===== config.mk =====
export PLATFORM = sky130hd
export DESIGN_NAME = julia_frame_sched
export DESIGN_NICKNAME = d
export VERILOG_FILES = /design/src/rtl/julia_frame_sched.sv
export SDC_FILE = /design/constraint.sdc
export NUM_CORES = 1
export LEC_CHECK = 0
export ABC_AREA = 1
export CAP_MARGIN = 30
export CORE_ASPECT_RATIO = 1.5
export CORE_UTILIZATION = 40
export DETAILED_ROUTE_END_ITERATION = 8
export GPL_ROUTABILITY_DRIVEN = 0
export PLACE_DENSITY = 0.6
export SLEW_MARGIN = 30
export SYNTH_ARGS = -nofsm -noshare
export SYNTH_HDL_FRONTEND = slang
export SYNTH_SLANG_ARGS = --single-unit

===== constraint.sdc =====
create_clock -name clk -period 6.25 [get_ports clk]
set_clock_uncertainty 0.1 [all_clocks]
set_input_delay 1.5625 -clock clk [delete_from_list [all_inputs] [get_ports clk]]
set_output_delay 1.5625 -clock clk [all_outputs]
set_load 0.02 [all_outputs]

===== src/rtl/julia_frame_sched.sv =====
`default_nettype none
// ============================================================================
// Module  : julia_frame_sched
// Purpose : Raster pixel walker for the julia_iter engine: incremental 16.16
//           coordinates, start/done handshake, 4-bit quantised BRAM writes.
//           Define JULIA_SCHED_CONT_EN for continuous re-rendering.
// Rev     : 1.0
// ============================================================================
module julia_frame_sched #(
    parameter int H_RES  = 1280,
    parameter int V_RES  = 720,
    parameter int ADDR_W = 20,
    parameter int ITER_W = 9
) (
    input  logic              clk,
    input  logic              rst_n,
    input  logic              i_start,
    input  logic [1:0]        i_zoom_sel,
    input  logic              i_restart,
    output logic              o_eng_start,
    output logic [31:0]       o_eng_x,
    output logic [31:0]       o_eng_y,
    input  logic              i_eng_done,
    input  logic [ITER_W-1:0] i_eng_iter,
    output logic              o_wr_en,
    output logic [ADDR_W-1:0] o_wr_addr,
    output logic [3:0]        o_wr_data,
    output logic              o_busy,
    output logic              o_frame_done,
    output logic [7:0]        o_frame_cnt
);

`ifdef JULIA_SCHED_CONT_EN
    localparam logic c_CONT = 1'b1;
`else
    localparam logic c_CONT = 1'b0;
`endif

    localparam logic [1:0] S_IDLE  = 2'd0;
    localparam logic [1:0] S_ISSUE = 2'd1;
    localparam logic [1:0] S_WAIT  = 2'd2;
    localparam logic [1:0] S_WRITE = 2'd3;

    localparam int c_XW = (H_RES > 1) ? $clog2(H_RES) : 1;
    localparam int c_YW = (V_RES > 1) ? $clog2(V_RES) : 1;
    localparam logic [c_XW-1:0] c_XMAX = c_XW'(H_RES - 1);
    localparam logic [c_YW-1:0] c_YMAX = c_YW'(V_RES - 1);

    // Full spans at zoom 0: real 8.0, imaginary 4.5; each zoom step halves them.
    localparam logic [31:0] c_SPAN_X = 32'h0008_0000;
    localparam logic [31:0] c_SPAN_Y = 32'h0004_8000;
    localparam logic [31:0] c_SX0 = c_SPAN_X / 32'(H_RES - 1);
    localparam logic [31:0] c_SX1 = (c_SPAN_X >> 1) / 32'(H_RES - 1);
    localparam logic [31:0] c_SX2 = (c_SPAN_X >> 2) / 32'(H_RES - 1);
    localparam logic [31:0] c_SX3 = (c_SPAN_X >> 3) / 32'(H_RES - 1);
    localparam logic [31:0] c_SY0 = c_SPAN_Y / 32'(V_RES - 1);
    localparam logic [31:0] c_SY1 = (c_SPAN_Y >> 1) / 32'(V_RES - 1);
    localparam logic [31:0] c_SY2 = (c_SPAN_Y >> 2) / 32'(V_RES - 1);
    localparam logic [31:0] c_SY3 = (c_SPAN_Y >> 3) / 32'(V_RES - 1);

    function automatic logic [31:0] f_rmin(input logic [1:0] z);
        case (z)
            2'd0:    return 32'hFFFC_0000;
            2'd1:    return 32'hFFFE_0000;
            2'd2:    return 32'hFFFF_0000;
            default: return 32'hFFFF_8000;
        endcase
    endfunction

    function automatic logic [31:0] f_imax(input logic [1:0] z);
        case (z)
            2'd0:    return 32'h0002_4000;
            2'd1:    return 32'h0001_2000;
            2'd2:    return 32'h0000_9000;
            default: return 32'h0000_4800;
        endcase
    endfunction

    function automatic logic [31:0] f_sx(input logic [1:0] z);
        case (z)
            2'd0:    return c_SX0;
            2'd1:    return c_SX1;
            2'd2:    return c_SX2;
            default: return c_SX3;
        endcase
    endfunction

    function automatic logic [31:0] f_sy(input logic [1:0] z);
        case (z)
            2'd0:    return c_SY0;
            2'd1:    return c_SY1;
            2'd2:    return c_SY2;
            default: return c_SY3;
        endcase
    endfunction

    logic [1:0]        r_state;
    logic [1:0]        w_state_nxt;
    logic [1:0]        r_zoom_q;
    logic              r_pend;
    logic [c_XW-1:0]   r_x;
    logic [c_YW-1:0]   r_y;
    logic [ADDR_W-1:0] r_addr;
    logic [31:0]       r_eng_x;
    logic [31:0]       r_eng_y;
    logic [3:0]        r_wr_data;
    logic [7:0]        r_frame_cnt;

    logic              w_go;
    logic              w_last_pix;
    logic              w_in_write;
    logic              w_load;
    logic              w_step;
    logic              w_done_ok;
    logic              w_zoom_chg;
    logic [ITER_W-5:0] w_iter_hi;
    logic [3:0]        w_quant;
    logic              w_unused_lsb;

    assign w_go       = (r_state == S_IDLE) & (i_start | i_restart);
    assign w_last_pix = (r_x == c_XMAX) & (r_y == c_YMAX);
    assign w_in_write = (r_state == S_WRITE);
    // Frame origin reload: new frame, pending restart, or continuous wrap.
    assign w_load     = w_go | (w_in_write & r_pend) | (w_in_write & ~r_pend & w_last_pix & c_CONT);
    assign w_step     = w_in_write & ~r_pend & ~w_last_pix;
    assign w_done_ok  = (r_state == S_WAIT) & i_eng_done;
    assign w_zoom_chg = (r_state != S_IDLE) & (i_zoom_sel != r_zoom_q);

    assign w_iter_hi    = i_eng_iter[ITER_W-1:4];
    assign w_quant      = (w_iter_hi > (ITER_W-4)'(15)) ? 4'hF : w_iter_hi[3:0];
    assign w_unused_lsb = ^i_eng_iter[3:0];

    always_ff @(posedge clk or negedge rst_n) begin
        if (!rst_n) begin
            r_state <= S_IDLE;
        end else begin
            r_state <= w_state_nxt;
        end
    end

    always_comb begin
        w_state_nxt = r_state;
        case (r_state)
            S_IDLE:  if (w_go) w_state_nxt = S_ISSUE;
            S_ISSUE: w_state_nxt = S_WAIT;
            S_WAIT:  if (i_eng_done) w_state_nxt = S_WRITE;
            S_WRITE: begin
                if (r_pend || !w_last_pix || c_CONT) begin
                    w_state_nxt = S_ISSUE;
                end else begin
                    w_state_nxt = S_IDLE;
                end
            end
            default: w_state_nxt = S_IDLE;
        endcase
    end

    always_comb begin
        o_eng_start  = (r_state == S_ISSUE);
        o_wr_en      = w_in_write;
        o_busy       = (r_state != S_IDLE);
        o_frame_done = w_in_write & ~r_pend & w_last_pix;
    end

    always_ff @(posedge clk or negedge rst_n) begin
        if (!rst_n) begin
            r_zoom_q    <= 2'd0;
            r_pend      <= 1'b0;
            r_x         <= '0;
            r_y         <= '0;
            r_addr      <= '0;
            r_eng_x     <= 32'd0;
            r_eng_y     <= 32'd0;
            r_wr_data   <= 4'd0;
            r_frame_cnt <= 8'd0;
        end else begin
            if (w_load) begin
                r_zoom_q <= i_zoom_sel;
                r_pend   <= 1'b0;
                r_x      <= '0;
                r_y      <= '0;
                r_addr   <= '0;
                r_eng_x  <= f_rmin(i_zoom_sel);
                r_eng_y  <= f_imax(i_zoom_sel);
            end else begin
                r_pend <= (r_state == S_IDLE) ? 1'b0 : (r_pend | i_restart | w_zoom_chg);
                if (w_step) begin
                    r_addr <= r_addr + 1'b1;
                    if (r_x != c_XMAX) begin
                        r_x     <= r_x + 1'b1;
                        r_eng_x <= r_eng_x + f_sx(r_zoom_q);
                    end else begin
                        r_x     <= '0;
                        r_y     <= r_y + 1'b1;
                        r_eng_x <= f_rmin(r_zoom_q);
                        r_eng_y <= r_eng_y - f_sy(r_zoom_q);
                    end
                end
            end
            if (w_done_ok) begin
                r_wr_data <= w_quant;
            end
            if (o_frame_done) begin
                r_frame_cnt <= r_frame_cnt + 8'd1;
            end
        end
    end

    assign o_eng_x     = r_eng_x;
    assign o_eng_y     = r_eng_y;
    assign o_wr_addr   = r_addr;
    assign o_wr_data   = r_wr_data;
    assign o_frame_cnt = r_frame_cnt;

endmodule
`default_nettype wire

# == After elaboration in Yosys (flattened, before gate mapping) ==
# Cells that the tools add are included.
# word_totals
input_bits,16
output_inout_bits,100
ff_bits,122
wordCells,86
# op_classes
order_cmp,1
n_reduce_logical,9
addsub,6
muxes,32
bitwise,14
eq_ne,14
# ops
op,n
$mux W32,12
$pmux W18 S3,3
$pmux W9 S3,2
$mux W20,2
$mux W11,3
$add A32 B32 Y32,1
$sub A32 B32 Y32,1
$mux W10,3
$add A20 B1 Y20 const B,1
$add A11 B1 Y11 const B,1
$eq A11 B11 Y1 const B,1
$ne A11 B11 Y1 const B,1
$add A10 B1 Y10 const B,1
$eq A10 B10 Y1 const B,1
$add A8 B1 Y8 const B,1
$and A1 B1 Y1,8
$eq A2 B2 Y1 const B,4
$pmux W2 S4,1
$eq A2 B1 Y1 const B,3
$logic_not A2 Y1,3
$ne A2 B2 Y1 const B,3
$gt A5 B4 Y1 const B,1
$mux W2,2
$mux W4,1
8 further kinds,16

# == Depth between registers and ports, before layout ==
# Gate-level depths: netlist of the first run.
# logic_depth
word_depth,10
mapped_depth,19
mapped_depth_nobuf,19

# == Worst setup path before layout of the first run ==
# OpenSTA, ideal clock, no wires.
# synth_timing
path_type,register -> output
start,register r_x[0]
end,output o_frame_done
n_path_buf,0
t_required_ps,4587
path_stages_with_launch,8
arrival_time_ps,1325
path_slack_ps,3262
path_cell_list,dfrtp_1 > ha_1 > inv_2 > nor2_2 > nand2_2 > nor2_8 > nand2_2 > nor2_2
# synth_via
elab_chain_cells,3
# synth_lines
item,line_no,text
"start, declared",101,logic [c_XW-1:0] r_x;
"start signal, assigned",190,r_x <= r_x + 1'b1;
$eq A11 B11 Y1,121,assign w_last_pix = (r_x == c_XMAX) & (r_y == c_YMAX);
$and A1 B1 Y1,121,
$and A1 B1 Y1,162,o_frame_done = w_in_write & ~r_pend & w_last_pix;
"end, declared",29,"output logic o_frame_done,"
# Every way passes these cells.

# == Worst setup path in the final report of the first run ==
# layout_timing
start,input i_restart
end,register r_eng_y[9] (netlist: o_eng_y[9])
# layout_via
elab_chain_cells,5
elab_cells_between_ends,7
classes_between,1 x eq/ne; 1 x mux; 3 x bitwise; 2 x reduce/logical
# layout_lines
item,line_no,text
"start, declared",19,"input logic i_restart,"
$or A1 B1 Y1 (*),120,assign w_go = (r_state == S_IDLE) & (i_start | i_restart);
$and A1 B1 Y1 (*),120,
$or A1 B1 Y1 (*),124,assign w_load = w_go | (w_in_write & r_pend) | (w_in_write & ~r_pend & w_last_pix & c_CONT);
$ne A2 B2 Y1 (no source line) or $reduce_bool A2 Y1 (tied branches),-,
$reduce_and A2 Y1 (no source line),-,
"end signal, assigned",184,r_eng_y <= f_imax(i_zoom_sel);
"end signal, assigned",196,r_eng_y <= r_eng_y - f_sy(r_zoom_q);
"end, declared",105,logic [31:0] r_eng_y;
# Mark *: on every way between the ends. The rest lies on a longest branch, timed or not.
# A chain may end at the register's enable or synchronous reset.

==> results of run 1 <==
-- cell type report --
cell class / instances / area (sq um)
Inverter: 173 / 649
Clock inverter: 13 / 194
Tap cell: 260 / 325
Fill cell: 1947 / 9680
Multi-Input combinational cell: 831 / 4290
Clock buffer: 19 / 443
Timing Repair Buffer: 116 / 1150
Sequential cell: 122 / 3050
-- layer usage --
layer / wire, microns / vias to the layer above / part of all wire, % / GRT usage (%)
li1: - / 3977 / - / -
met1: 9020 / 3685 / 40 / 25.0
met2: 11800 / 194 / 53 / 42.2
met3: 831 / 50 / 3.7 / 3.75
met4: 775 / 0 / 3.5 / 11.0
met5: 0 / - / 0 / 0
-- where the power goes --
group	total, uW	switching, uW	internal, uW
combinational	2620	1710	911
sequential	1260	255	1000
clock	1060	381	681
total	4940	2340	2590
-- registers in the layout (all words and copies together) (netlist names) --
signal	flops
o_eng_x	32
o_eng_y	32
o_frame_cnt	8
o_wr_addr	20
o_wr_data	4
r_pend	1
r_state	2
r_x	11
r_y	10
r_zoom_q	2
-- cells by family after synthesis --
group                    count (synthesis)  synth area share, %
adder cells (fa/ha/maj)                 39                 6.11
multiplexers                             1                0.139
XOR/XNOR                                30                 3.24
AO/OA/AOI/OAI                          147                 10.0
flip-flops                             122                 37.6
buffers and inverters                  197                 9.67
AND/OR/NAND/NOR                        614                 33.2
-- cells in the final DEF (no fill, tap or decap), drive strengths merged, types with 6 or more instances in the layout --
master / synthesis / layout
nand2: 303 / 303
inv: 173 / 174
dfrtp: 122 / 122
nor2: 113 / 113
clkdlybuf4s50: 0 / 110
nand3: 102 / 102
o21ai: 68 / 68
a21oi: 50 / 50
ha: 38 / 38
nor3: 38 / 38
nand4: 34 / 34
xor2: 19 / 19
clkbuf: 7 / 19
xnor2: 11 / 11
nor4: 10 / 10
o31ai: 9 / 9
nand3b: 6 / 6
buf: 17 / 6
-- worst max-delay path, cell delays in order --
cell and delay [ns]:
clkdlybuf4s50_1 0.48, inv_1 0.07, a21oi_1 0.37, a21oi_4 0.05
inv_2 0.36, nor2_1 0.16, inv_2 0.16, nand2_8 0.25
inv_2 0.58, nand3_1 0.18, nand2_1 0.10, nand2_1 0.05
nor2_1 0.09
-- worst min-delay path by stage --
stage               cells past startpoint                          to                       start  slack (ns)
finish                                  1  o_frame_cnt[7]$_DFFE_PN0P_  o_frame_cnt[7]$_DFFE_PN0P_        0.38
global route                            1  o_frame_cnt[7]$_DFFE_PN0P_  o_frame_cnt[7]$_DFFE_PN0P_        0.41
CTS                                     1  o_frame_cnt[7]$_DFFE_PN0P_  o_frame_cnt[7]$_DFFE_PN0P_        0.38
detailed placement                      1  o_frame_cnt[7]$_DFFE_PN0P_  o_frame_cnt[7]$_DFFE_PN0P_        0.37
global placement                        1  o_frame_cnt[7]$_DFFE_PN0P_  o_frame_cnt[7]$_DFFE_PN0P_        0.37
floorplan                               1          r_x[0]$_DFFE_PN0P_          r_x[0]$_DFFE_PN0P_        0.39
-- per-stage QoR --
step / total power (uW) / util (%) / area (sq um)
6_report: 4940 / 51.1 / 10100
4_1_cts: 4990 / 51.1 / 10100
3_3_place_gp: 3870 / 47.8 / 9470
3_5_place_dp: 3890 / 47.8 / 9470
5_1_grt: 5370 / 51.1 / 10100
2_1_floorplan: 3040 / - / 8110
==> impl_metrics.toml, run 1 <==
[sta]
maxSlewViolCount = 0
period_minus_slack_ns = 4.23
finalSetupTns_ns = 0
layout_worst_path_cycle_share_pct = 67.7
setup_viol = 0
relSlewSlack_pct = 50.2
rsz0062_at_grt = "false"
max_freq_ghz = 0.236
hold_violations = 0
layout_setup_ws_ns = 2.02
worst_pin_slew_ns = 0.747
whs_ns = 0.381

[die]
dieArea_sq_um = 20900
die_w_microns = 118
rows = 63
die_h_microns = 176
start_util_pct = 41.0
core-area_sq_um = 19800
io-pin-count = 116

[clock_tree]
clock_latency_ns = 0.42
cts_sinks = 122
cts_buffers = 17
cts_tree = "yes"
cts_setup_buffers = 0
cts_root_buf = "clkbuf_16"
cts-resized-gates = 0
ctsHoldBuffers = 0
clockBufferDepth = 2
clk_pin_slew_worst_paths_ns = 0.06
htree_levels = 4

[critical_path]
critPathLaunchType = "input pin"
reg2reg_from = "r_zoom_q[1]$_DFFE_PN0N_"
r2r_slack_ns = 2.85
worstSetupEndpointType = "register"
worstSetupStartpoint = "i_restart"
critPathKind = "in2reg"
cp_data_required_time_ns = 6.50
arrival_ns = 4.48
ff2ff_path_depth = 17
worstSetupEndpoint = "o_eng_y[9]$_DFFE_PN0P_"
crit_fanout = 60
reg2reg_to = "o_eng_y[31]$_DFFE_PN0P_"

[worst_hold_path]
hold_class = "reg2reg"

[finish]
antenna_cells = 0
area_growth_pct = 24.5
fin_cells = 1534
drive_above_1_share_pct = 4.47
nets = 1316

[synthesis]
synth_area_sq_um = 8110
yosysTopAreaCellShare_pct = 37.6
yosysSeqAreaShare_pct = 37.6
syn_avg_cell_area_sq_um = 7.05
synth_flop_cell = "dfrtp_1"
synthTopCellsByArea = "dfrtp_1 38%, nand2_1 14%, inv_1 7.8%"
synth_nets = 1205
synth_largest_area_cell = "dfrtp_1"
ys_warn_count = 0
netlist_instances = 1150
synthArstFlopShare_pct = 100
synthTopCellsByCount = "300 x nand2_1, 168 x inv_1, 122 x dfrtp_1"
synth_cell_types = 47
ys_seq_elements = 122
synth_most_common_cell = "nand2_1"
synth_edf_count = 0

[power_and_ir_drop]
p_leak_uw = 0.00493
p_per_area_nw_per_um2 = 489
ir_drop_v = 0.000252

[run_status]
status = "finished, final reports clean"

[route]
drt_iter0_drc = 446
wl_microns = 22400
drtPass1Iterations = 6
drc_errors = 0
ant_nets = 0
routedWlPerCell_microns = 14.6
vias = 7906
via_per_inst = 5.15

[global_route]
antenna_found_initial = 0
grt_remaining_overflow = 0
grt_pass1_vias = 7806
grt_max_degree = 61
grt_pass1_wl_microns = 37600
grtUsageTotal_pct = 22.7

[place]
port_buffers = 111
dp_hpwl_microns = 16600
place_inst = 1502
pre_cts_ws_ns = 1.59

[flow_run]
cap_violations = 0
No activity file was read; power rests on OpenSTA's default activity.
==> run 2, diff against run 1 <==
Clock period 6.25 ns to 4 ns, I/O delays scaled along.
==> run 2 against run 1 <==
  * Clock power increased by 57%
  * Worst setup slack got worse by 1.7 ns
  * Via count up 0.11%
  * Worst hold slack lost 0.0070 ns
  * Largest power group unchanged
  * Critical endpoint is now o_frame_done
  * Global-route usage is 0.37 points higher
  * Sequential cell count stayed put
  * Critical path type is now reg2out
  * Final cell count increased by 0.33%
  * Non-clock buffer count increased by 5
==> impl_metrics.toml, run 2 (same netlist as run 1, synthesis figures left out) <==
[route]
wl_microns = 22800
via_per_inst = 5.14
drtPass1Iterations = 7
vias = 7915
drt_iter0_drc = 625
ant_nets = 0
drc_errors = 0
routedWlPerCell_microns = 14.8

[run_status]
status = "finished, final reports clean"

[die]
start_util_pct = 41.0
die_h_microns = 176
rows = 63
dieArea_sq_um = 20900
core-area_sq_um = 19800
io-pin-count = 116
die_w_microns = 118

[flow_run]
cap_violations = 0

[finish]
stdcell_area_sq_um = 10100
area_growth_pct = 25.0
drive_above_1_share_pct = 4.85
antenna_cells = 0
layout_common_cells = "299 x nand2_1, 168 x inv_1, 122 x dfrtp_1"
nets = 1321
layout_commonest_cell = "nand2_1"

[critical_path]
cp_slowest_stage_delay_ns = 0.67
crit_chain = "ha_1 -> inv_2 -> nor2_2 -> nand2_2 -> nor2_8 -> nand2_2 -> nor2_2 -> clkdlybuf4s50_1"
critPathLaunchType = "register"
arrival_ns = 2.55
critPathSlowestCell = "clkdlybuf4s50_1"
critPathKind = "reg2out"
cp_data_required_time_ns = 2.90
crit_fanout = 8
worstSetupEndpointType = "output port"

[place]
dp_hpwl_microns = 17100
place_area_sq_um = 9520
pre_cts_ws_ns = 0.539
port_buffers = 111

[clock_tree]
cts_buffers = 17
cts_setup_buffers = 0
cts_sinks = 122
cts_tree = "yes"
clock_latency_ns = 0.42
clockBufferDepth = 2
cts_root_buf = "clkbuf_16"
clk_pin_slew_worst_paths_ns = 0.06
ctsHoldBuffers = 0
htree_levels = 4
cts-resized-gates = 0

[global_route]
grt_pass1_vias = 7826
grt_max_degree = 60
grt_remaining_overflow = 0
grtUsageTotal_pct = 23.1
grt_pass1_wl_microns = 38400
antenna_found_initial = 0

[sta]
rsz0062_at_grt = "false"
hold_violations = 0
period_minus_slack_ns = 3.65
layout_setup_ws_ns = 0.352
layout_worst_path_cycle_share_pct = 91.2
maxSlewViolCount = 0
setup_viol = 0
max_freq_ghz = 0.274
worst_pin_slew_ns = 0.707
relSlewSlack_pct = 52.9
whs_ns = 0.374
finalSetupTns_ns = 0

[power_and_ir_drop]
p_per_area_nw_per_um2 = 766
ir_drop_v = 0.000429
p_leak_uw = 0.00496

[worst_hold_path]
hold_class = "reg2reg"
-- run 2: changes by cell type in the layout (fill, tap and decap cells not counted), sizes merged --
cell,change
inv,-1
clkinv,+1
clkinvlp,-1
buf,+5
clkbuf,+1
-- run 2: worst max-delay path: cells and delay by family, from the launching register on --
kind / cells / cell delay (ns)
adders and majority gates: 1 / 0.23
buffers and inverters: 2 / 0.72
DFF: 1 / 0.38
and+or+nand+nor: 5 / 0.78
-- run 2: layer usage --
metal / up-vias / track usage (%) / part of all wire (%)
li1: 3981 / - / -
met1: 3725 / 25.6 / 41
met2: 173 / 44.3 / 54
met3: 36 / 3.65 / 3.2
met4: 0 / 7.80 / 1.9
met5: - / 0 / 0
-- run 2: final timing paths --
kind / from / end / slack, ns / cells after the start
worst max-delay path: r_x[0]$_DFFE_PN0P_ / o_frame_done / 0.35 / 8
worst min-delay path: o_frame_cnt[7]$_DFFE_PN0P_ / o_frame_cnt[7]$_DFFE_PN0P_ / 0.37 / 1
worst max register to register: r_zoom_q[1]$_DFFE_PN0N_ / o_eng_y[18]$_DFFE_PN0P_ / 0.51 / 17
worst min register to register: o_frame_cnt[7]$_DFFE_PN0P_ / o_frame_cnt[7]$_DFFE_PN0P_ / 0.37 / 1
max in group asynchronous: rst_n / o_frame_cnt[3]$_DFFE_PN0P_ / 2.41 / 2
min in group asynchronous: rst_n / o_eng_x[3]$_DFFE_PN0P_ / 0.53 / 1
-- run 2: power by group --
part | internal (uW) | switching [uW]
Clock | 1070 | 584
Combinational | 1460 | 2680
Sequential | 1570 | 408
Total | 4100 | 3680
-- run 2: area by class of cell --
| class | instances | area, sq um |
|---|---|---|
| Tap cell | 260 | 325 |
| Multi-Input combinational cell | 831 | 4290 |
| Clock inverter | 12 | 171 |
| Sequential cell | 122 | 3050 |
| Inverter | 173 | 649 |
| Timing Repair Buffer | 121 | 1200 |
| Clock buffer | 20 | 457 |
| Fill cell | 1987 | 9640 |
-- run 2: through the flow --
| stage | utilization (%) | cells | power, uW |
|---|---|---|---|
| after floorplan | - | 1150 | 4760 |
| after global placement | 48.1 | 1507 | 6080 |
| after detailed placement | 48.1 | 1507 | 6130 |
| after CTS | 51.3 | 1539 | 7820 |
| after global routing | 51.3 | 1539 | 8440 |
| final | 51.3 | 1539 | 7770 |
